### config.mk
export PLATFORM = sky130hd
export DESIGN_NAME = led_scan_ctrl_flat
export DESIGN_NICKNAME = d
export VERILOG_FILES = /design/src/rtl/led_scan_ctrl_if.sv /design/src/rtl/led_scan_ctrl.sv /design/src/flat_wrapper.sv
export SDC_FILE = /design/constraint.sdc
export NUM_CORES = 1
export LEC_CHECK = 0
export BUFFER_PORTS_ARGS = -buffer_cell sky130_fd_sc_hd__buf_2
export CAP_MARGIN = 25
export CORE_ASPECT_RATIO = 0.5
export CORE_MARGIN = 2
export CORE_UTILIZATION = 55
export DETAILED_ROUTE_END_ITERATION = 8
export PLACE_DENSITY = 0.77
export SYNTH_ARGS = -nofsm -noshare
export SYNTH_HDL_FRONTEND = slang
export SYNTH_SLANG_ARGS = --single-unit
### constraint.sdc
create_clock -name clk -period 10.33 [get_ports clk]
set_clock_uncertainty 0.2 [all_clocks]
set_input_delay 1.033 -clock clk [delete_from_list [all_inputs] [get_ports clk]]
set_output_delay 1.033 -clock clk [all_outputs]
set_load 0.01 [all_outputs]
### src/rtl/led_scan_ctrl_if.sv
// Bus between the frame-load logic (master) and the LED column-scan engine (slave).
// LED_DIM_EN adds the dim input.
interface led_scan_ctrl_if #(
    parameter int unsigned ROWS    = 8,
    parameter int unsigned COLS    = 8,
    parameter int unsigned DWELL_W = 8
);
    localparam int unsigned IDX_W = $clog2(COLS);

    logic                 en;
    logic [DWELL_W-1:0]   dwell;
    logic [ROWS*COLS-1:0] fb_in;
    logic                 fb_load;
    logic                 pend_full;
    logic [COLS-1:0]      col_out;
    logic [ROWS-1:0]      row_out;
    logic [IDX_W-1:0]     col_idx;
    logic                 frame_start;
`ifdef LED_DIM_EN
    logic [DWELL_W-1:0]   dim;

    modport master (
        output en, dwell, fb_in, fb_load, dim,
        input  pend_full, col_out, row_out, col_idx, frame_start
    );
    modport slave (
        input  en, dwell, fb_in, fb_load, dim,
        output pend_full, col_out, row_out, col_idx, frame_start
    );
`else
    modport master (
        output en, dwell, fb_in, fb_load,
        input  pend_full, col_out, row_out, col_idx, frame_start
    );
    modport slave (
        input  en, dwell, fb_in, fb_load,
        output pend_full, col_out, row_out, col_idx, frame_start
    );
`endif
endinterface

### src/rtl/led_scan_ctrl.sv
// Double-buffered LED matrix column-scan engine with dwell time and blanking gap.
// Define LED_DIM_EN to add per-column dimming via the dim input.
module led_scan_ctrl #(
    parameter int unsigned ROWS         = 8,
    parameter int unsigned COLS         = 8,
    parameter int unsigned DWELL_W      = 8,
    parameter int unsigned BLANK_CYCLES = 2
) (
    input logic            clk,
    input logic            rst,
    led_scan_ctrl_if.slave bus
);
    localparam int unsigned IDX_W = $clog2(COLS);
    localparam int unsigned BLK_W = $clog2(BLANK_CYCLES + 1);
    localparam int unsigned CNT_W = (DWELL_W > BLK_W) ? DWELL_W : BLK_W;

    typedef enum logic [1:0] {StIdle, StBlank, StDrive} state_e;

    state_e               state_q, state_d;
    logic [CNT_W-1:0]     cnt_q, cnt_d;
    logic [CNT_W-1:0]     len_q, len_d;
    logic [IDX_W-1:0]     idx_q, idx_d;
    logic [ROWS*COLS-1:0] active_q, active_d;
    logic [ROWS*COLS-1:0] pending_q, pending_d;
    logic                 pend_q, pend_d;
    logic [COLS-1:0]      col_q, col_d;
    logic [ROWS-1:0]      row_q, row_d;
    logic                 start_q, start_d;
    logic                 drive_last, drive_entry, swap;
`ifdef LED_DIM_EN
    logic [CNT_W-1:0]     dim_q, dim_d;
`endif

    always_ff @(posedge clk) begin
        if (rst) begin
            state_q   <= StIdle;
            cnt_q     <= '0;
            len_q     <= '0;
            idx_q     <= '0;
            active_q  <= '0;
            pending_q <= '0;
            pend_q    <= 1'b0;
            col_q     <= '0;
            row_q     <= '0;
            start_q   <= 1'b0;
`ifdef LED_DIM_EN
            dim_q     <= '0;
`endif
        end else begin
            state_q   <= state_d;
            cnt_q     <= cnt_d;
            len_q     <= len_d;
            idx_q     <= idx_d;
            active_q  <= active_d;
            pending_q <= pending_d;
            pend_q    <= pend_d;
            col_q     <= col_d;
            row_q     <= row_d;
            start_q   <= start_d;
`ifdef LED_DIM_EN
            dim_q     <= dim_d;
`endif
        end
    end

    // cnt_q counts cycles within the current BLANK or DRIVE stretch
    always_comb begin
        state_d     = state_q;
        cnt_d       = cnt_q;
        len_d       = len_q;
        idx_d       = idx_q;
        drive_entry = 1'b0;
        drive_last  = (state_q == StDrive) && (cnt_q == len_q - 1'b1);
        if (!bus.en) begin
            state_d = StIdle;
            cnt_d   = '0;
            idx_d   = '0;
        end else begin
            unique case (state_q)
                StIdle: begin
                    cnt_d = '0;
                    idx_d = '0;
                    if (BLANK_CYCLES == 0) begin
                        state_d     = StDrive;
                        drive_entry = 1'b1;
                    end else begin
                        state_d = StBlank;
                    end
                end
                StBlank: begin
                    if (cnt_q == CNT_W'(BLANK_CYCLES - 1)) begin
                        state_d     = StDrive;
                        cnt_d       = '0;
                        drive_entry = 1'b1;
                    end else begin
                        cnt_d = cnt_q + 1'b1;
                    end
                end
                StDrive: begin
                    if (drive_last) begin
                        cnt_d = '0;
                        idx_d = (idx_q == IDX_W'(COLS - 1)) ? '0 : idx_q + 1'b1;
                        if (BLANK_CYCLES == 0) begin
                            drive_entry = 1'b1;
                        end else begin
                            state_d = StBlank;
                        end
                    end else begin
                        cnt_d = cnt_q + 1'b1;
                    end
                end
                default: state_d = StIdle;
            endcase
        end
        if (drive_entry) begin
            len_d = (bus.dwell == '0) ? CNT_W'(1) : CNT_W'(bus.dwell);
        end
    end

    // Swap only at the end of a completed frame; a same-cycle load becomes the new pending
    always_comb begin
        swap      = bus.en && drive_last && (idx_q == IDX_W'(COLS - 1)) && pend_q;
        active_d  = swap ? pending_q : active_q;
        pending_d = bus.fb_load ? bus.fb_in : pending_q;
        pend_d    = bus.fb_load | (pend_q & ~swap);
`ifdef LED_DIM_EN
        dim_d     = drive_entry ? CNT_W'(bus.dim) : dim_q;
`endif
    end

    always_comb begin
        col_d   = '0;
        row_d   = '0;
        start_d = 1'b0;
        if (state_d == StDrive) begin
            col_d   = COLS'(1) << idx_d;
            row_d   = active_d[idx_d*ROWS +: ROWS];
            start_d = drive_entry && (idx_d == '0);
`ifdef LED_DIM_EN
            if (cnt_d >= dim_d) begin
                row_d = '0;
            end
`endif
        end
    end

    assign bus.pend_full   = pend_q;
    assign bus.col_out     = col_q;
    assign bus.row_out     = row_q;
    assign bus.col_idx     = idx_q;
    assign bus.frame_start = start_q;
endmodule

### src/flat_wrapper.sv
// flat-port wrapper written by rule: the top's interface ports become plain ports
module led_scan_ctrl_flat 
#(
    parameter int unsigned ROWS         = 8,
    parameter int unsigned COLS         = 8,
    parameter int unsigned DWELL_W      = 8,
    parameter int unsigned BLANK_CYCLES = 2
)
  (clk, rst, bus_en, bus_dwell, bus_fb_in, bus_fb_load, bus_pend_full, bus_col_out, bus_row_out, bus_col_idx, bus_frame_start);
  led_scan_ctrl_if #(.ROWS(ROWS), .COLS(COLS), .DWELL_W(DWELL_W)) bus_i ();
  input logic clk;
  input logic rst;
  input wire logic [$bits(bus_i.en)-1:0] bus_en;
  input wire logic [$bits(bus_i.dwell)-1:0] bus_dwell;
  input wire logic [$bits(bus_i.fb_in)-1:0] bus_fb_in;
  input wire logic [$bits(bus_i.fb_load)-1:0] bus_fb_load;
  output wire logic [$bits(bus_i.pend_full)-1:0] bus_pend_full;
  output wire logic [$bits(bus_i.col_out)-1:0] bus_col_out;
  output wire logic [$bits(bus_i.row_out)-1:0] bus_row_out;
  output wire logic [$bits(bus_i.col_idx)-1:0] bus_col_idx;
  output wire logic [$bits(bus_i.frame_start)-1:0] bus_frame_start;
  assign bus_i.en = bus_en;
  assign bus_i.dwell = bus_dwell;
  assign bus_i.fb_in = bus_fb_in;
  assign bus_i.fb_load = bus_fb_load;
  assign bus_pend_full = bus_i.pend_full;
  assign bus_col_out = bus_i.col_out;
  assign bus_row_out = bus_i.row_out;
  assign bus_col_idx = bus_i.col_idx;
  assign bus_frame_start = bus_i.frame_start;
  led_scan_ctrl #(.ROWS(ROWS), .COLS(COLS), .DWELL_W(DWELL_W), .BLANK_CYCLES(BLANK_CYCLES)) u_core (.clk(clk), .rst(rst), .bus(bus_i));
endmodule
==> out/results.tsv <==
stage	metric	value	unit
worst_setup_path	Critical path origin	u_core.len_q[0]	
final_layout	post-route design area	8164	um^2
place	HPWL Detailed	10700	um
yosys	leading area contributor after synthesis	dfxtp_1	
worst_setup_path	r2r setup slk	6000	ps
worst_hold_path	Hold Path Depth	2	
worst_setup_path	CP cell instances	inv_1 -> ha_1 -> or3b_1 -> or4_1 -> a211oi_2 -> nand3_1 -> nor3_2 -> buf_4 -> nor3_1 -> o32ai_1 -> nand3b_1	
die	die extent in x	163.9	um
final_layout	share of post-route cells with drive strength above 1	0.1712	
clock_network	Post CTS Setup Buffer Count	0	
clock_network	CTS tree	done	
yosys	Seq/Total Area, Yosys	0.4754	
yosys	cells after synthesis	803	
worst_setup_path	Crit Reg-Reg Startpoint	u_core.len_q[0]	
worst_setup_path	Critical-path top delay cell	buf_4	
die	Chip Height	83.96	um
detailed_routing	DRC Markers	0	
die	Die ar.	13760	um^2
sta	fin crit share	0.4189	
worst_setup_path	Critical Path RT	10490	ps
detailed_routing	1st-iter DRT viols	532	
sta	setup total negative slack	0	ps
place	Place WS	6043	ps
global_routing	total track usage	0.2425	
final_layout	Layout area overhead	16.10	%
place	PortBufs	96	
final_layout	commonest non-fill, non-tap cell in the layout	dfxtp_1	
sta	final max-slew violation count	0	
clock_network	CTS H-Tree Depth	4	
global_routing	vias in the first global route	5392	
worst_setup_path	r2r worst-path depth	11	
final_layout	Final nets	955	
place	placed inst area	7517	um^2
yosys	Synth Area per Inst	8.757	um^2
global_routing	initial antenna violation count	0	
yosys	Synth area leaders	dfxtp_1 48%, mux2i_1 10%, nand2_1 8.4%	
die	row cnt	29	
power	Static Leak	3.323	nW
detailed_routing	TritonRoute pass-1 iters	6	
power	VDD IR-drop max	112.6	uV
worst_setup_path	Startpoint Class	register	
detailed_routing	Avg WL per Cell	15.35	um
global_routing	total grt overflow	0	
sta	Final Setup Violations	0	
yosys	Yosys cell types	60	
detailed_routing	Final ANT Viol Nets	0	
flow_run	number of max-cap violations	0	
sta	Fin. Hold Viols	0	
yosys	synthesized cell area	7032	um^2
yosys	Synth Net Count	889	
final_layout	Filler Cell Count	1061	
sta	min Tclk post-route	4327	ps
global_routing	global-route wire length before repair	26570	um
worst_setup_path	Arr. time, crit path	4490	ps
yosys	Main synth FF type	dfxtp_1	
final_layout	ant diodes	0	
worst_setup_path	Worst path max stage delay	770	ps
die	Ports	97	
worst_hold_path	HP Class	register to register	
worst_hold_path	min-delay src	u_core.active_q[11]	
detailed_routing	Via Count	5801	
yosys	post-synthesis register bit count	167	
clock_network	Root Driver	clkbuf_16	
clock_network	CTS Buffer Depth	2	
sta	Worst Tran Pin Value	876.7	ps
clock_network	cts repair resizes	0	
clock_network	clock latency on the worst-skew pair	430	ps
sta	post-route setup slack	6003	ps
worst_setup_path	Setup crit end kind	register	
yosys	Synth top area share	0.4754	
global_routing	largest net degree at the start of global routing	92	
power	Power Density	167.5	nW/um^2
detailed_routing	final wirelength	16150	um
sta	RSZ-0062 raised after global routing	false	
clock_network	clk slew on worst S/H paths	70	ps
yosys	Syn. warnings	0	
final_layout	most frequent cells in the layout	167 x dfxtp_1, 156 x nand2_1, 94 x nor2_1, 94 x buf_2, 93 x a21oi_1	
detailed_routing	Vias/cell	5.514	
clock_network	CTS Buf Count	17	
yosys	EDFF count, synth	0	
worst_setup_path	Worst Path Max Fanout	91	
place	GP Congestion	0.8596	
run_status	status	completed	
clock_network	CTS sink count	167	
sta	Max Clk Rate	231.1	MHz
die	Core ar.	12550	um^2
sta	Max-slew headroom	0.4155	
yosys	asr flop ratio synth	0	
clock_network	hold buffer count at CTS	0	
worst_setup_path	Crit Path Class	register to register	
die	Starting Density	0.5601	
==> per-layer routing <==
metal,up-vias,share of wire,track usage
met4,0,0.016,0.08054
met5,-,0,0
met1,2724,0.48,0.3499
li1,2892,-,-
met3,25,0.052,0.04322
met2,160,0.45,0.3663
==> metrics by stage <==
step | hold slack (ps) | utilization | power [W] | std cells
floorplan | 231.2 | - | 0.0007176 | 803
global placement | 242.1 | 0.5988 | 0.0007403 | 1018
detailed placement | 244.1 | 0.5988 | 0.0007421 | 1018
CTS | 253.0 | 0.6459 | 0.001375 | 1050
global route | 267.7 | 0.6503 | 0.001412 | 1052
finish | 256.8 | 0.6503 | 0.001368 | 1052
==> worst paths after layout <==
| kind | to |
|---|---|
| worst max-delay path | u_core.bus.row_out[4] |
| worst max register to register | u_core.bus.row_out[4] |
| worst min register to register | u_core.active_q[11] |
| worst min-delay path | u_core.active_q[11] |
==> critical path: cells and delay by family (launching register included) <==
family	cells	cell delay (ps)
simple gates	6	2010
buf+inv	2	840
compound gates	2	620
flops	1	360
fa+ha+maj	1	200
==> logic make-up (layout without fill, tap and decap cells) <==
kind of cell             count (synthesis)  count (layout)  share of synthesized area
adder cells (fa/ha/maj)                 10              10                    0.01779
XOR/XNOR                                15              15                    0.01868
buffers and inverters                   67             146                    0.04288
AO/OA/AOI/OAI                          141             141                     0.1247
multiplexers                            73              73                     0.1044
AND/OR/NAND/NOR                        330             330                     0.2160
flip-flops                             167             167                     0.4754
==> cell usage after synthesis (5+ instances only) <==
master / number
buf_1: 6
nor2_1: 94
clkbuf_1: 31
nand3_1: 11
ha_1: 10
xor2_1: 6
or3_1: 9
nand2_1: 157
nor4b_1: 5
nor4_1: 6
inv_1: 12
nor3_1: 13
a211oi_1: 6
mux2i_1: 72
xnor2_1: 9
dfxtp_1: 167
a21oi_1: 93
buf_2: 13
o311ai_0: 7
==> cell type report <==
type | count | area (um^2) | area share
sequential | 167 | 3343 | 0.4095
timing repair buffer | 102 | 570.5 | 0.06989
multi-input combinational | 569 | 3401 | 0.4166
clock inverter | 13 | 158.9 | 0.01946
clock buffer | 19 | 432.9 | 0.05303
tap | 170 | 212.7 | 0.02605
inverter | 12 | 45.04 | 0.005517
==> flip-flops by register name, summed over array words and instances (netlist names), 2 cells and up <==
| register | flops |
|---|---|
| u_core.cnt_q | 8 |
| u_core.pending_q | 64 |
| u_core.state_q | 2 |
| u_core.bus.col_idx | 3 |
| u_core.bus.row_out | 8 |
| u_core.bus.col_out | 8 |
| u_core.len_q | 8 |
| u_core.active_q | 64 |
==> report_power, final <==
group           total, W  internal [W]  switching (W)
clock           0.000640      0.000365       0.000275
sequential      0.000669      0.000659     0.00000957
combinational  0.0000594     0.0000286      0.0000308
Note: power is estimated with default switching activity, not from simulation.
